--- config.mk ---
export PLATFORM = sky130hd
export DESIGN_NAME = lives_manager
export DESIGN_NICKNAME = d
export VERILOG_FILES = /design/src/rtl/lives_pkg.sv /design/src/rtl/lives_player_slot.sv /design/src/rtl/lives_manager.sv
export SDC_FILE = /design/constraint.sdc
export NUM_CORES = 1
export LEC_CHECK = 0
export ABC_AREA = 0
export CELL_PAD_IN_SITES_DETAIL_PLACEMENT = 1
export CELL_PAD_IN_SITES_GLOBAL_PLACEMENT = 1
export CORE_MARGIN = 3
export CORE_UTILIZATION = 39
export DETAILED_ROUTE_END_ITERATION = 16
export GPL_TIMING_DRIVEN = 0
export PLACE_DENSITY_LB_ADDON = 0.1
export SETUP_SLACK_MARGIN = 0.05
export SLEW_MARGIN = 20
export SYNTH_ARGS = -nofsm -noshare
export SYNTH_HDL_FRONTEND = slang
export SYNTH_SLANG_ARGS = --single-unit
--- constraint.sdc ---
create_clock -name clk -period 5.1 [get_ports clk]
set_clock_uncertainty 0.2 [all_clocks]
set_input_delay 1.53 -clock clk [delete_from_list [all_inputs] [get_ports clk]]
set_output_delay 1.53 -clock clk [all_outputs]
set_load 0.01 [all_outputs]
--- src/rtl/lives_pkg.sv ---
// Shared types and helpers for the multi-player lives controller.
// Player state enum, invuln counter width and net-delta saturating add.
package lives_pkg;

  typedef enum logic [1:0] {
    ALIVE  = 2'd0,
    INVULN = 2'd1,
    DEAD   = 2'd2
  } player_state_t;

  localparam int INVULN_FRAMES_DEF = 60;
  localparam int INVULN_W = $clog2(INVULN_FRAMES_DEF + 1);

  function automatic int sat_add(
    input int cur,
    input int delta,
    input int max_v
  );
    int s;
    s = cur + delta;
    if (s < 0)
      s = 0;
    else if (s > max_v)
      s = max_v;
    return s;
  endfunction

endpackage

--- src/rtl/lives_player_slot.sv ---
// One player's lives count, ALIVE/INVULN/DEAD FSM and invuln frame counter.
// In: clk, reset, clr, sof, freeze, inc, dbg_inc, hit, force_dec. Out: lives_o, invuln_o, dead_o, dead_next_o.
module lives_player_slot
  import lives_pkg::*;
#(
  parameter int LIVES_W       = 4,
  parameter int MAX_LIVES     = 9,
  parameter int INIT_LIVES    = 3,
  parameter int INVULN_FRAMES = 60,
  parameter int CNT_W         = INVULN_W
) (
  input  logic               clk,
  input  logic               reset,
  input  logic               clr,
  input  logic               sof,
  input  logic               freeze,
  input  logic               inc,
  input  logic               dbg_inc,
  input  logic               hit,
  input  logic               force_dec,
  output logic [LIVES_W-1:0] lives_o,
  output logic               invuln_o,
  output logic               dead_o,
  output logic               dead_next_o
);

  player_state_t      state_q, state_d;
  logic [LIVES_W-1:0] lives_q, lives_d;
  logic [CNT_W-1:0]   cnt_q, cnt_d;
  logic               hit_acc;
  int                 delta;
  int                 nxt;

  always_comb begin
    state_d = state_q;
    lives_d = lives_q;
    cnt_d   = cnt_q;
    hit_acc = 1'b0;
    delta   = 0;
    nxt     = 0;
    if (clr) begin
      state_d = ALIVE;
      lives_d = LIVES_W'(INIT_LIVES);
      cnt_d   = '0;
    end else if (!freeze && state_q != DEAD) begin
      // Hits only land while fully vulnerable; debug dec always lands.
      hit_acc = hit && (state_q == ALIVE);
      delta   = int'(inc) + int'(dbg_inc)
              - int'(hit_acc) - int'(force_dec);
      nxt     = sat_add(int'(lives_q), delta, MAX_LIVES);
      lives_d = LIVES_W'(nxt);
      if (nxt == 0) begin
        state_d = DEAD;
        cnt_d   = '0;
      end else if (hit_acc) begin
        // SOF coinciding with the hit is not counted.
        state_d = INVULN;
        cnt_d   = '0;
      end else if (state_q == INVULN && sof) begin
        if (cnt_q == CNT_W'(INVULN_FRAMES - 1)) begin
          state_d = ALIVE;
          cnt_d   = '0;
        end else begin
          cnt_d = cnt_q + 1'b1;
        end
      end
    end
  end

  always_ff @(posedge clk or posedge reset) begin
    if (reset) begin
      state_q <= ALIVE;
      lives_q <= LIVES_W'(INIT_LIVES);
      cnt_q   <= '0;
    end else begin
      state_q <= state_d;
      lives_q <= lives_d;
      cnt_q   <= cnt_d;
    end
  end

  assign lives_o     = lives_q;
  assign invuln_o    = (state_q == INVULN);
  assign dead_o      = (state_q == DEAD);
  assign dead_next_o = (state_d == DEAD);

endmodule

--- src/rtl/lives_manager.sv ---
// Multi-player lives controller: per-player slots, debug switch edges, game-over/winner.
// In: clk, reset, start_of_frame, lives_reset, sw_inc, sw_dec, dbg_sel, powerup_inc, player_hit.
// Out: lives (packed), invulnerable, player_died, game_over, winner_valid, winner_id.
module lives_manager
  import lives_pkg::*;
#(
  parameter int NUM_PLAYERS   = 2,
  parameter int LIVES_W       = 4,
  parameter int MAX_LIVES     = 9,
  parameter int INIT_LIVES    = 3,
  parameter int INVULN_FRAMES = 60,
  localparam int SEL_W = (NUM_PLAYERS > 1) ? $clog2(NUM_PLAYERS) : 1
) (
  input  logic                           clk,
  input  logic                           reset,
  input  logic                           start_of_frame,
  input  logic                           lives_reset,
  input  logic                           sw_inc,
  input  logic                           sw_dec,
  input  logic [SEL_W-1:0]               dbg_sel,
  input  logic [NUM_PLAYERS-1:0]         powerup_inc,
  input  logic [NUM_PLAYERS-1:0]         player_hit,
  output logic [NUM_PLAYERS*LIVES_W-1:0] lives,
  output logic [NUM_PLAYERS-1:0]         invulnerable,
  output logic [NUM_PLAYERS-1:0]         player_died,
  output logic                           game_over,
  output logic                           winner_valid,
  output logic [SEL_W-1:0]               winner_id
);

  localparam int CNT_W = $clog2(INVULN_FRAMES + 1);

  logic                   sw_inc_q, sw_inc_d;
  logic                   sw_dec_q, sw_dec_d;
  logic                   inc_edge, dec_edge;
  logic [NUM_PLAYERS-1:0] sel;
  logic [NUM_PLAYERS-1:0] dead_next;
  logic                   go_q, go_d;
  logic                   wv_q, wv_d;
  logic [SEL_W-1:0]       wid_q, wid_d;
  int                     alive_n;

  assign sw_inc_d = lives_reset ? 1'b0 : sw_inc;
  assign sw_dec_d = lives_reset ? 1'b0 : sw_dec;
  assign inc_edge = sw_inc & ~sw_inc_q;
  assign dec_edge = sw_dec & ~sw_dec_q;

  // Out-of-range selects match no player.
  always_comb begin
    sel = '0;
    for (int i = 0; i < NUM_PLAYERS; i++)
      sel[i] = (int'(dbg_sel) == i);
  end

  for (genvar g = 0; g < NUM_PLAYERS; g++) begin : g_slot
    lives_player_slot #(
      .LIVES_W      (LIVES_W),
      .MAX_LIVES    (MAX_LIVES),
      .INIT_LIVES   (INIT_LIVES),
      .INVULN_FRAMES(INVULN_FRAMES),
      .CNT_W        (CNT_W)
    ) u_slot (
      .clk        (clk),
      .reset      (reset),
      .clr        (lives_reset),
      .sof        (start_of_frame),
      .freeze     (go_q),
      .inc        (powerup_inc[g]),
      .dbg_inc    (inc_edge & sel[g]),
      .hit        (player_hit[g]),
      .force_dec  (dec_edge & sel[g]),
      .lives_o    (lives[g*LIVES_W +: LIVES_W]),
      .invuln_o   (invulnerable[g]),
      .dead_o     (player_died[g]),
      .dead_next_o(dead_next[g])
    );
  end

  // Decided on next-state deaths so game_over lands with the final death.
  always_comb begin
    go_d    = go_q;
    wv_d    = wv_q;
    wid_d   = wid_q;
    alive_n = 0;
    for (int i = 0; i < NUM_PLAYERS; i++)
      if (!dead_next[i])
        alive_n = alive_n + 1;
    if (lives_reset) begin
      go_d  = 1'b0;
      wv_d  = 1'b0;
      wid_d = '0;
    end else if (!go_q) begin
      wid_d = '0;
      if (NUM_PLAYERS == 1) begin
        go_d = dead_next[0];
        wv_d = 1'b0;
      end else begin
        go_d = (alive_n <= 1);
        wv_d = (alive_n == 1);
        if (alive_n == 1)
          for (int i = 0; i < NUM_PLAYERS; i++)
            if (!dead_next[i])
              wid_d = SEL_W'(i);
      end
    end
  end

  always_ff @(posedge clk or posedge reset) begin
    if (reset) begin
      sw_inc_q <= 1'b0;
      sw_dec_q <= 1'b0;
      go_q     <= 1'b0;
      wv_q     <= 1'b0;
      wid_q    <= '0;
    end else begin
      sw_inc_q <= sw_inc_d;
      sw_dec_q <= sw_dec_d;
      go_q     <= go_d;
      wv_q     <= wv_d;
      wid_q    <= wid_d;
    end
  end

  assign game_over    = go_q;
  assign winner_valid = wv_q;
  assign winner_id    = wid_q;

endmodule

# Word level (Yosys, flattened, before mapping)
# Cells that the tools add are included.
dict set report totals {
  in_bits 11
  register_bits 29
  word_cells 113
  output_inout_bits 15
}
dict set report classes {
  muxes 48
  bitwise_logic 9
  n_addsub 11
  order_cmp 5
  eq_ne 12
  n_reduce_logical 17
}
# cell count
set op_table {}
lappend op_table {{$mux 32} 8}
lappend op_table {{$sub 32x2->32} 4}
lappend op_table {{$mux 6} 12}
lappend op_table {{$add 5x32->32} 2}
lappend op_table {{$gt 32x5->1 const B} 2}
lappend op_table {{$logic_not 32->1} 2}
lappend op_table {{$lt 32x1->1 const B} 2}
lappend op_table {{$eq 32x2->1 const B} 1}
lappend op_table {{$le 32x2->1 const B} 1}
lappend op_table {{$mux 2} 13}
lappend op_table {{$mux 4} 4}
lappend op_table {{$add 6x1->6 const B} 2}
lappend op_table {{$eq 6x6->1 const B} 2}
lappend op_table {{$mux 1} 11}
lappend op_table {{$eq 2x2->1 const B} 4}
lappend op_table {{$reduce_bool 4->1} 2}
lappend op_table {{$and 1x1->1} 6}
lappend op_table {{$logic_and 1x1->1} 6}
lappend op_table {{$ne 2x2->1 const B} 3}
lappend op_table {{$add 1x1->2} 2}
lappend op_table {{$eq 2x1->1 const B} 2}
lappend op_table {{$logic_not 2->1} 2}
lappend op_table {{$reduce_and 2->1} 2}
lappend op_table {{$reduce_bool 2->1} 2}
lappend op_table {{other kinds (3)} 5}

# Depth between registers and ports, before layout
# Gate-level depths: netlist of run 1.
dict set report logic_depth {
  ltp_word 24
  depth_mapped 20
  mapped_depth_nobuf 20
}

# By module
# A second synthesis of run 1 with hierarchy kept.
dict set report hier_totals {
  hier_cells 260
  hier_area_um2 2392.3
}
# mod area_each_um2 seq_area_each_um2 n_inst cells_per_inst
set by_module_without_submodules {}
lappend by_module_without_submodules {{lives_player_slot (g_slot[0].u_slot)} 1091.0 302.8 1 118}
lappend by_module_without_submodules {{lives_player_slot (g_slot[1].u_slot)} 1058.5 302.8 1 120}
lappend by_module_without_submodules {lives_manager 242.7 125.1 1 22}

# Worst setup path before layout of run 1
# No wires, ideal clock.
dict set report synth_timing {
  kind {input to register}
  startpoint {input dbg_sel}
  endpoint {register wv_q, in the netlist winner_valid}
  path_stages 20
  slack_ps -912
  arrival_ps 5680
  path_buffers 0
  required_time_ps 4768
  setup_time_ps 132
  cell_sequence {nor3b_1 -> ha_1 -> inv_1 -> fa_1 -> fa_1 -> nor2b_1 -> fa_1 -> a21oi_1 -> nor2_1 -> nor2_1 -> ha_1 -> or3b_4 -> o22ai_4 -> nand4_4 -> a31oi_2 -> o22ai_1 -> or3_1 -> ha_1 -> mux2i_1 -> nor2_1}
}
dict set report synth_between {
  elab_chain_len 22
  word_cells_on_any_way 41
  classes_between {add/sub (9); order compare (4); eq/ne (3); mux (18); bitwise (5); reduce/logical (2)}
}
# item line_no
set synth_lines {}
lappend synth_lines {{start, declared} lives_manager.sv:20} ;# input logic [SEL_W-1:0] dbg_sel,
lappend synth_lines {{$not 1->1} lives_manager.sv:52} ;# sel[i] = (int'(dbg_sel) == i);
lappend synth_lines {{$and 1x1->1} lives_manager.sv:69} ;# .dbg_inc (inc_edge & sel[g]),
lappend synth_lines {{$add 1x1->2} lives_player_slot.sv:48} ;# delta = int'(inc) + int'(dbg_inc)
lappend synth_lines {{$sub 32x2->32 (2 in series)} lives_player_slot.sv:49} ;# - int'(hit_acc) - int'(force_dec);
lappend synth_lines {{$add 5x32->32} lives_pkg.sv:20} ;# s = cur + delta;
lappend synth_lines {{$gt 32x5->1} lives_pkg.sv:23} ;# else if (s > max_v)
lappend synth_lines {{$mux 32} lives_pkg.sv:23}
lappend synth_lines {{$mux 32} lives_pkg.sv:21} ;# if (s < 0)
lappend synth_lines {{[... 5 more ...]} -}
lappend synth_lines {{$mux 2} lives_player_slot.sv:41} ;# if (clr) begin
lappend synth_lines {{$eq 2x2->1} lives_player_slot.sv:85} ;# assign dead_next_o = (state_d == DEAD);
lappend synth_lines {{$mux 1} lives_manager.sv:86} ;# if (!dead_next[i])
lappend synth_lines {{$add 1x1->2} lives_manager.sv:87} ;# alive_n = alive_n + 1;
lappend synth_lines {{$mux 2 *} lives_manager.sv:86}
lappend synth_lines {{$eq 32x2->1 *} lives_manager.sv:99} ;# wv_d = (alive_n == 1);
lappend synth_lines {{$mux 1 *} lives_manager.sv:92} ;# end else if (!go_q) begin
lappend synth_lines {{$mux 1 *} lives_manager.sv:88} ;# if (lives_reset) begin
lappend synth_lines {{end signal, assigned} lives_manager.sv:119} ;# wv_q <= wv_d;
lappend synth_lines {{end, declared} lives_manager.sv:39} ;# logic wv_q, wv_d;
# Mark *: on every way between the ends. The rest lies on a longest branch, timed or not. The select of a mux whose other input is x is not followed.
# A chain may end at the register's enable or synchronous reset.

# Worst setup path in the final report of run 1
# Ends and elaborated chain as after synthesis.

==> results.sh, run 1 <==
export IMPL_period_needed_ns=5.82
export IMPL_clk_path_buf_depth=2
export IMPL_vias=2147
export IMPL_netlist_instances=267
export IMPL_hold_viol_final=0
export IMPL_cp_max_fo=4
export IMPL_max_cap_violations=0
export IMPL_antenna_found_initial=0
export IMPL_die_area_mm2=0.00699
export IMPL_worst_r2r_setup_slack_ns=0.19
export IMPL_htreeDepth=2
export IMPL_r2r_end="winner_valid"
export IMPL_dr_pass1_iters=4
export IMPL_violations="negative setup slack"
export IMPL_syn_area_per_cell_um2=8.79
export IMPL_cp_common_cell="nor2_1"
export IMPL_std_cell_rows=27
export IMPL_drv_slew=0
export IMPL_cp_end_kind="flop"
export IMPL_setup_viol=20
export IMPL_place_ws_ns=-1.58
export IMPL_synth_warnings=0
export IMPL_p_sw_uw=989
export IMPL_worst_slack_ns=-0.716
export IMPL_dieWidth_um=83.6
export IMPL_path_cells="buf_8, nor3b_4, ha_1, inv_2, fa_2, fa_1, nor2b_2, fa_2, a21oi_4, nor2_1, nor2_1, ha_1, or3b_4, o22ai_4, nand4_4, a31oi_4, o22ai_2, or3_4, ha_4, mux2i_1, nor2_1"
export IMPL_synth_cell_types=62
export IMPL_syn_area_mm2=0.00235
export IMPL_swShare_pct=43.2
export IMPL_gr_usage_all_layers_pct=18.7
export IMPL_holdBufCountCts=0
export IMPL_fin_crit_sh_pct=114
export IMPL_whs_path_depth=1
export IMPL_internal_power_uw=1300
export IMPL_min_to="g_slot[1].u_slot.cnt_q[0]"
export IMPL_pwr_share_seq_pct=14.8
export IMPL_synthFlopType="dfrtp_1"
export IMPL_synth_nets=302
export IMPL_grt_max_degree=30
export IMPL_slew_headroom_pct=54.3
export IMPL_tns_ns=-6.81
export IMPL_routabilityCongestion=0.763
export IMPL_numClockSinks=29
export IMPL_wl_per_cell_um=15.9
export IMPL_vias_per_cell=5.39
export IMPL_grt_overflow=0
export IMPL_wl_mm=6.31
export IMPL_cp_data_arrival_time_ns=5.77
export IMPL_rr_startpoint="sw_inc_q"
export IMPL_final_core_util_pct=57.3
export IMPL_cts_tree="yes"
export IMPL_max_stage_delay_ns=0.58
export IMPL_port_buffers=24
export IMPL_synth_seq_cells=29
export IMPL_grt_pass1_wl_mm=10.9
export IMPL_start_util_pct=41.4
export IMPL_ant_nets=0
export IMPL_whs_ns=0.304
export IMPL_grt_pass1_vias=2266
export IMPL_reg2reg_depth=20
export IMPL_fmaxAchievable_mhz=172
export IMPL_status="complete, but fails checks"
export IMPL_fillCellCount=670
export IMPL_yosysSeqAreaShare_pct=31.1
export IMPL_path_class="in -> reg"
export IMPL_postSynth_asyncResetShare_pct=100
export IMPL_comb_power_share_pct=74.1
export IMPL_power_leakage_uw=0.00144
export IMPL_core_mm2=0.00568
export IMPL_rsz0062_at_grt="true"
export IMPL_cts_buffers=5
export IMPL_clk_latency_ns=0.28
export IMPL_area_growth_pct=38.6
export IMPL_nets=360
export IMPL_cp_data_required_time_ns=5.05
export IMPL_layout_drive_gt1_share_pct=29.1
export IMPL_clockPowerShare_pct=11.1
export IMPL_path_buf_inv=2
export IMPL_powerDensity_mw_per_mm2=704
export IMPL_antenna_cells=0
export IMPL_clkTransAtPathRegs_ns=0.07
export IMPL_min_path_type="reg -> reg"
export IMPL_path_delay_family="adder cells"
export IMPL_hold_start="g_slot[1].u_slot.cnt_q[0]"
export IMPL_io_pins=26
export IMPL_post_dp_hpwl_mm=4.25
export IMPL_drt_iter0_drc=73
export IMPL_tightest_slew_ns=0.679
export IMPL_cp_slowest_cell="fa_1"
export IMPL_irDropWorstVdd_mv=0.564
export IMPL_drc_errors=0
export IMPL_die_h_um=83.6
export IMPL_synth_edf_count=0
export IMPL_cts_root_buffer="clkbuf_8"
export IMPL_cp_start_kind="primary input"
==> per-layer routing <==
metal,up-vias,global-route usage [%],part of all wire [%]
met5,-,0,0
met4,0,4.82,1.5
met3,8,4.24,1.9
met2,33,30.8,51
met1,1056,24.8,46
li1,1050,-,-
==> power by group through the flow <==
stage / Clock (uW) / Combinational (uW) / Sequential [uW]
floorplan: 0 / 942 / 345
global placement: 0 / 1210 / 339
detailed placement: 0 / 1240 / 340
CTS: 256 / 1470 / 339
global route: 271 / 1860 / 349
finish: 253 / 1700 / 339
==> cell families after synthesis <==
kind of cell	Yosys count	share of synthesized area, %
xor+xnor	4	1.49
compound gates	62	18.9
simple gates	105	24.3
flops	29	31.1
buf+inv	38	7.20
fa+ha+maj	24	14.7
mux	5	2.29
==> what timing repair did <==
action / CTS / global route
cloned: 0 / 0
endpoints found under the setup margin: 27 / 27
pin swaps: 25 / 18
setup buffers: 18 / 10
gates resized for setup: 40 / 19
==> cell usage after synthesis (4+ instances only) <==
master | instances | area share, %
a21oi_1 | 17 | 3.6
and3_1 | 4 | 1.1
buf_4 | 5 | 1.6
dfrtp_1 | 25 | 27
dfstp_2 | 4 | 4.5
fa_1 | 6 | 5.1
ha_1 | 18 | 9.6
inv_1 | 30 | 4.8
mux2i_1 | 4 | 1.7
nand2_1 | 22 | 3.5
nand2b_1 | 6 | 1.6
nand3_1 | 13 | 2.8
nor2_1 | 25 | 4.0
nor2b_1 | 7 | 1.9
nor3_1 | 5 | 1.1
nor3b_1 | 4 | 1.3
o21a_1 | 4 | 1.3
o21ai_0 | 8 | 1.7
o22ai_1 | 5 | 1.3
or3_1 | 5 | 1.3
==> worst max path at each step <==
stage	from	to	slack (ns)	cells after the start
4_1_cts	sw_inc	winner_valid	-0.87	21
6_report	dbg_sel	winner_valid	-0.72	21
5_1_grt	dbg_sel	winner_valid	-0.88	21
3_3_place_gp	dbg_sel	winner_valid	-1.48	21
2_1_floorplan	sw_inc	winner_valid	-0.73	20
3_5_place_dp	dbg_sel	winner_valid	-1.58	21
==> metrics by stage <==
stage | total power [uW] | area (um2) | instances
after floorplan | 1290 | 2410 | 267
after global placement | 1550 | 2740 | 363
after detailed placement | 1580 | 2740 | 363
after CTS | 2070 | 3100 | 389
after global routing | 2480 | 3250 | 398
final | 2290 | 3250 | 398
==> cell usage in the layout, fill, tap and decap left out, drive strengths merged, types with 6 or more instances in the layout <==
cell type and instances:
buf 35, inv 30, dfrtp 25, nor2 25, nand2 22, ha 18, a21oi 18, clkdlybuf4s50 17
nand3 13, o21ai 11, clkbuf 8, nor2b 7, nand2b 6, or3 6, fa 6, o22ai 6
==> flip-flops by register name (all words and copies together) (netlist names) <==
register,flops
g_slot.u_slot.state_q,4
sw_inc_q,1
winner_id,1
g_slot.u_slot.cnt_q,12
game_over,1
g_slot.u_slot.lives_o,8
winner_valid,1
sw_dec_q,1
==> layout make-up <==
class / count / area, um2 / share of cell area, %
clock buffers: 7 / 86.3 / 2.65
well taps: 72 / 90.1 / 2.77
flip-flops and latches: 29 / 731 / 22.5
repair buffers: 51 / 474 / 14.6
plain buffers: 7 / 52.6 / 1.61
multi-input cells: 200 / 1670 / 51.4
clock inverters: 1 / 30.0 / 0.923
inverters: 31 / 116 / 3.58
Note: power is estimated with default switching activity, not from simulation.
==> run 2: changes to the inputs <==
--- a/config.mk
+++ b/config.mk
@@ -8,6 +8,7 @@
 export ABC_AREA = 0
 export CELL_PAD_IN_SITES_DETAIL_PLACEMENT = 1
 export CELL_PAD_IN_SITES_GLOBAL_PLACEMENT = 1
+export CORE_ASPECT_RATIO = 1.1
 export CORE_MARGIN = 3
 export CORE_UTILIZATION = 39
 export DETAILED_ROUTE_END_ITERATION = 16
==> run 2 against run 1 <==
Effect of this change:
- the flow still finishes with violations (negative setup slack)
- via count fell by 2.6%
- flip-flop and latch count unchanged
- final cell count is 0.50% higher
- critical path type unchanged
==> results.sh, run 2 (synthesized netlist as in run 1, its figures left out) <==
export IMPL_tightest_slew_ns=0.812
export IMPL_grt_pass1_wl_mm=10.6
export IMPL_cp_common_cell="nor2_1"
export IMPL_tns_ns=-6.38
export IMPL_die_area_mm2=0.00699
export IMPL_nets=357
export IMPL_cp_start_kind="primary input"
export IMPL_rr_startpoint="sw_inc_q"
export IMPL_drv_slew=0
export IMPL_cp_end_kind="flop"
export IMPL_largest_reg_flops=12
export IMPL_vias_per_cell=5.23
export IMPL_hold_start="g_slot[1].u_slot.cnt_q[0]"
export IMPL_start_util_pct=40.4
export IMPL_mostFrequentLayoutCells="inv_1 (27), dfrtp_1 (25), buf_4 (22)"
export IMPL_worst_slack_ns=-0.693
export IMPL_top_register="g_slot.u_slot.cnt_q"
export IMPL_area_growth_pct=37.1
export IMPL_cts_root_buffer="clkbuf_8"
export IMPL_fillCellCount=684
export IMPL_slew_headroom_pct=45.4
export IMPL_holdBufCountCts=0
export IMPL_clk_path_buf_depth=2
export IMPL_powerDensity_mw_per_mm2=690
export IMPL_seq_area_um2=731
export IMPL_clkTransAtPathRegs_ns=0.07
export IMPL_status="complete, but fails checks"
export IMPL_gr_usage_all_layers_pct=19.2
export IMPL_cp_slowest_cell="fa_2"
export IMPL_io_pins=26
export IMPL_cp_data_arrival_time_ns=5.74
export IMPL_multi_input_area_mm2=0.00169
export IMPL_fmaxAchievable_mhz=173
export IMPL_power_leakage_uw=0.00141
export IMPL_final_common_cell="inv_1"
export IMPL_post_dp_hpwl_mm=4.37
export IMPL_wl_mm=6.22
export IMPL_cts_tree="yes"
export IMPL_violations="negative setup slack"
export IMPL_path_buf_inv=2
export IMPL_grt_max_degree=30
export IMPL_path_delay_family="adder cells"
export IMPL_vias=2092
export IMPL_drc_errors=0
export IMPL_std_cell_rows=29
export IMPL_grt_overflow=0
export IMPL_whs_ns=0.314
export IMPL_rsz0062_at_grt="true"
export IMPL_cp_max_fo=3
export IMPL_swShare_pct=44.0
export IMPL_max_cap_violations=0
export IMPL_path_class="in -> reg"
export IMPL_antenna_cells=0
export IMPL_setup_viol=19
export IMPL_antenna_found_initial=0
export IMPL_path_cells="buf_6, nor3b_4, ha_1, inv_2, fa_2, fa_1, nor2b_2, fa_2, a21oi_4, nor2_1, nor2_1, ha_1, or3b_4, o22ai_4, nand4_4, a31oi_4, o22ai_2, or3_4, ha_4, mux2i_1, nor2_1"
export IMPL_worst_r2r_setup_slack_ns=0.21
export IMPL_core_mm2=0.00581
export IMPL_max_stage_delay_ns=0.55
export IMPL_comb_power_share_pct=76.2
export IMPL_irDropWorstVdd_mv=0.750
export IMPL_cts_buffers=5
export IMPL_ant_nets=0
export IMPL_period_needed_ns=5.79
export IMPL_clockPowerShare_pct=8.4
export IMPL_pwr_share_seq_pct=15.4
export IMPL_internal_power_uw=1240
export IMPL_wl_per_cell_um=15.6
export IMPL_hold_viol_final=0
export IMPL_port_buffers=24
export IMPL_drt_iter0_drc=45
export IMPL_fin_area_mm2=0.00322
export IMPL_fin_crit_sh_pct=114
export IMPL_dr_pass1_iters=4
export IMPL_layout_drive_gt1_share_pct=29.7
export IMPL_min_path_type="reg -> reg"
export IMPL_die_h_um=87.4
export IMPL_grt_pass1_vias=2202
export IMPL_routabilityCongestion=0.809
export IMPL_crit_start="sw_inc"
export IMPL_numClockSinks=29
export IMPL_p_sw_uw=976
export IMPL_clk_latency_ns=0.28
export IMPL_dieWidth_um=80.0
export IMPL_cp_data_required_time_ns=5.05
export IMPL_detailed_place_area_mm2=0.00274
export IMPL_htreeDepth=2
run 2: changes by cell type in the layout (fill, tap and decap cells not counted), sizes merged:
cell,change
buf,-3
bufinv,-1
clkbuf,-1
clkinv,+2
run 2: final cells by class:
class | instances | area share [%]
Buffer | 7 | 1.63
Sequential cell | 29 | 22.7
Clock buffer | 6 | 2.26
Inverter | 31 | 3.62
Timing Repair Buffer | 48 | 13.9
Tap cell | 77 | 2.99
Multi-Input combinational cell | 200 | 52.6
Clock inverter | 2 | 0.311
run 2: layer usage:
metal  global-route usage [%]  vias up  part of all wire (%)
met1                     22.8     1033                    42
met4                     4.15        0                  0.98
met5                        0        -                     0
met2                     35.9       15                    55
met3                     3.31        8                   1.8
li1                         -     1036                     -
run 2: worst paths after layout:
kind	endpoint	cells past startpoint
worst max-delay path	winner_valid	21
min in group asynchronous	g_slot[1].u_slot.cnt_q[2]	2
max in group asynchronous	g_slot[1].u_slot.lives_o[2]	2
worst max register to register	winner_valid	20
worst min-delay path	g_slot[1].u_slot.cnt_q[0]	1
worst min register to register	g_slot[1].u_slot.cnt_q[0]	1
run 2: power groups by stage:
stage	clock network, uW	registers [uW]	logic [uW]
floorplan	0	345	942
global placement	0	339	1210
detailed placement	0	341	1240
CTS	192	341	1540
global route	203	350	1870
finish	187	341	1690
run 2: timing repair:
| item | in CTS | in global routing |
|---|---|---|
| setup buffers | 15 | 11 |
| endpoints found under the setup margin | 27 | 26 |
| cloned | 0 | 0 |
| pin swaps | 39 | 33 |
| gates resized for setup | 52 | 15 |
run 2: through the flow:
step	power [uW]	worst slack (ns)	instances	util (%)
floorplan	1290	-0.733	267	-
global placement	1550	-1.46	368	47.3
detailed placement	1580	-1.55	368	47.3
CTS	2080	-0.855	391	53.4
global route	2420	-0.864	400	55.4
finish	2220	-0.693	400	55.4
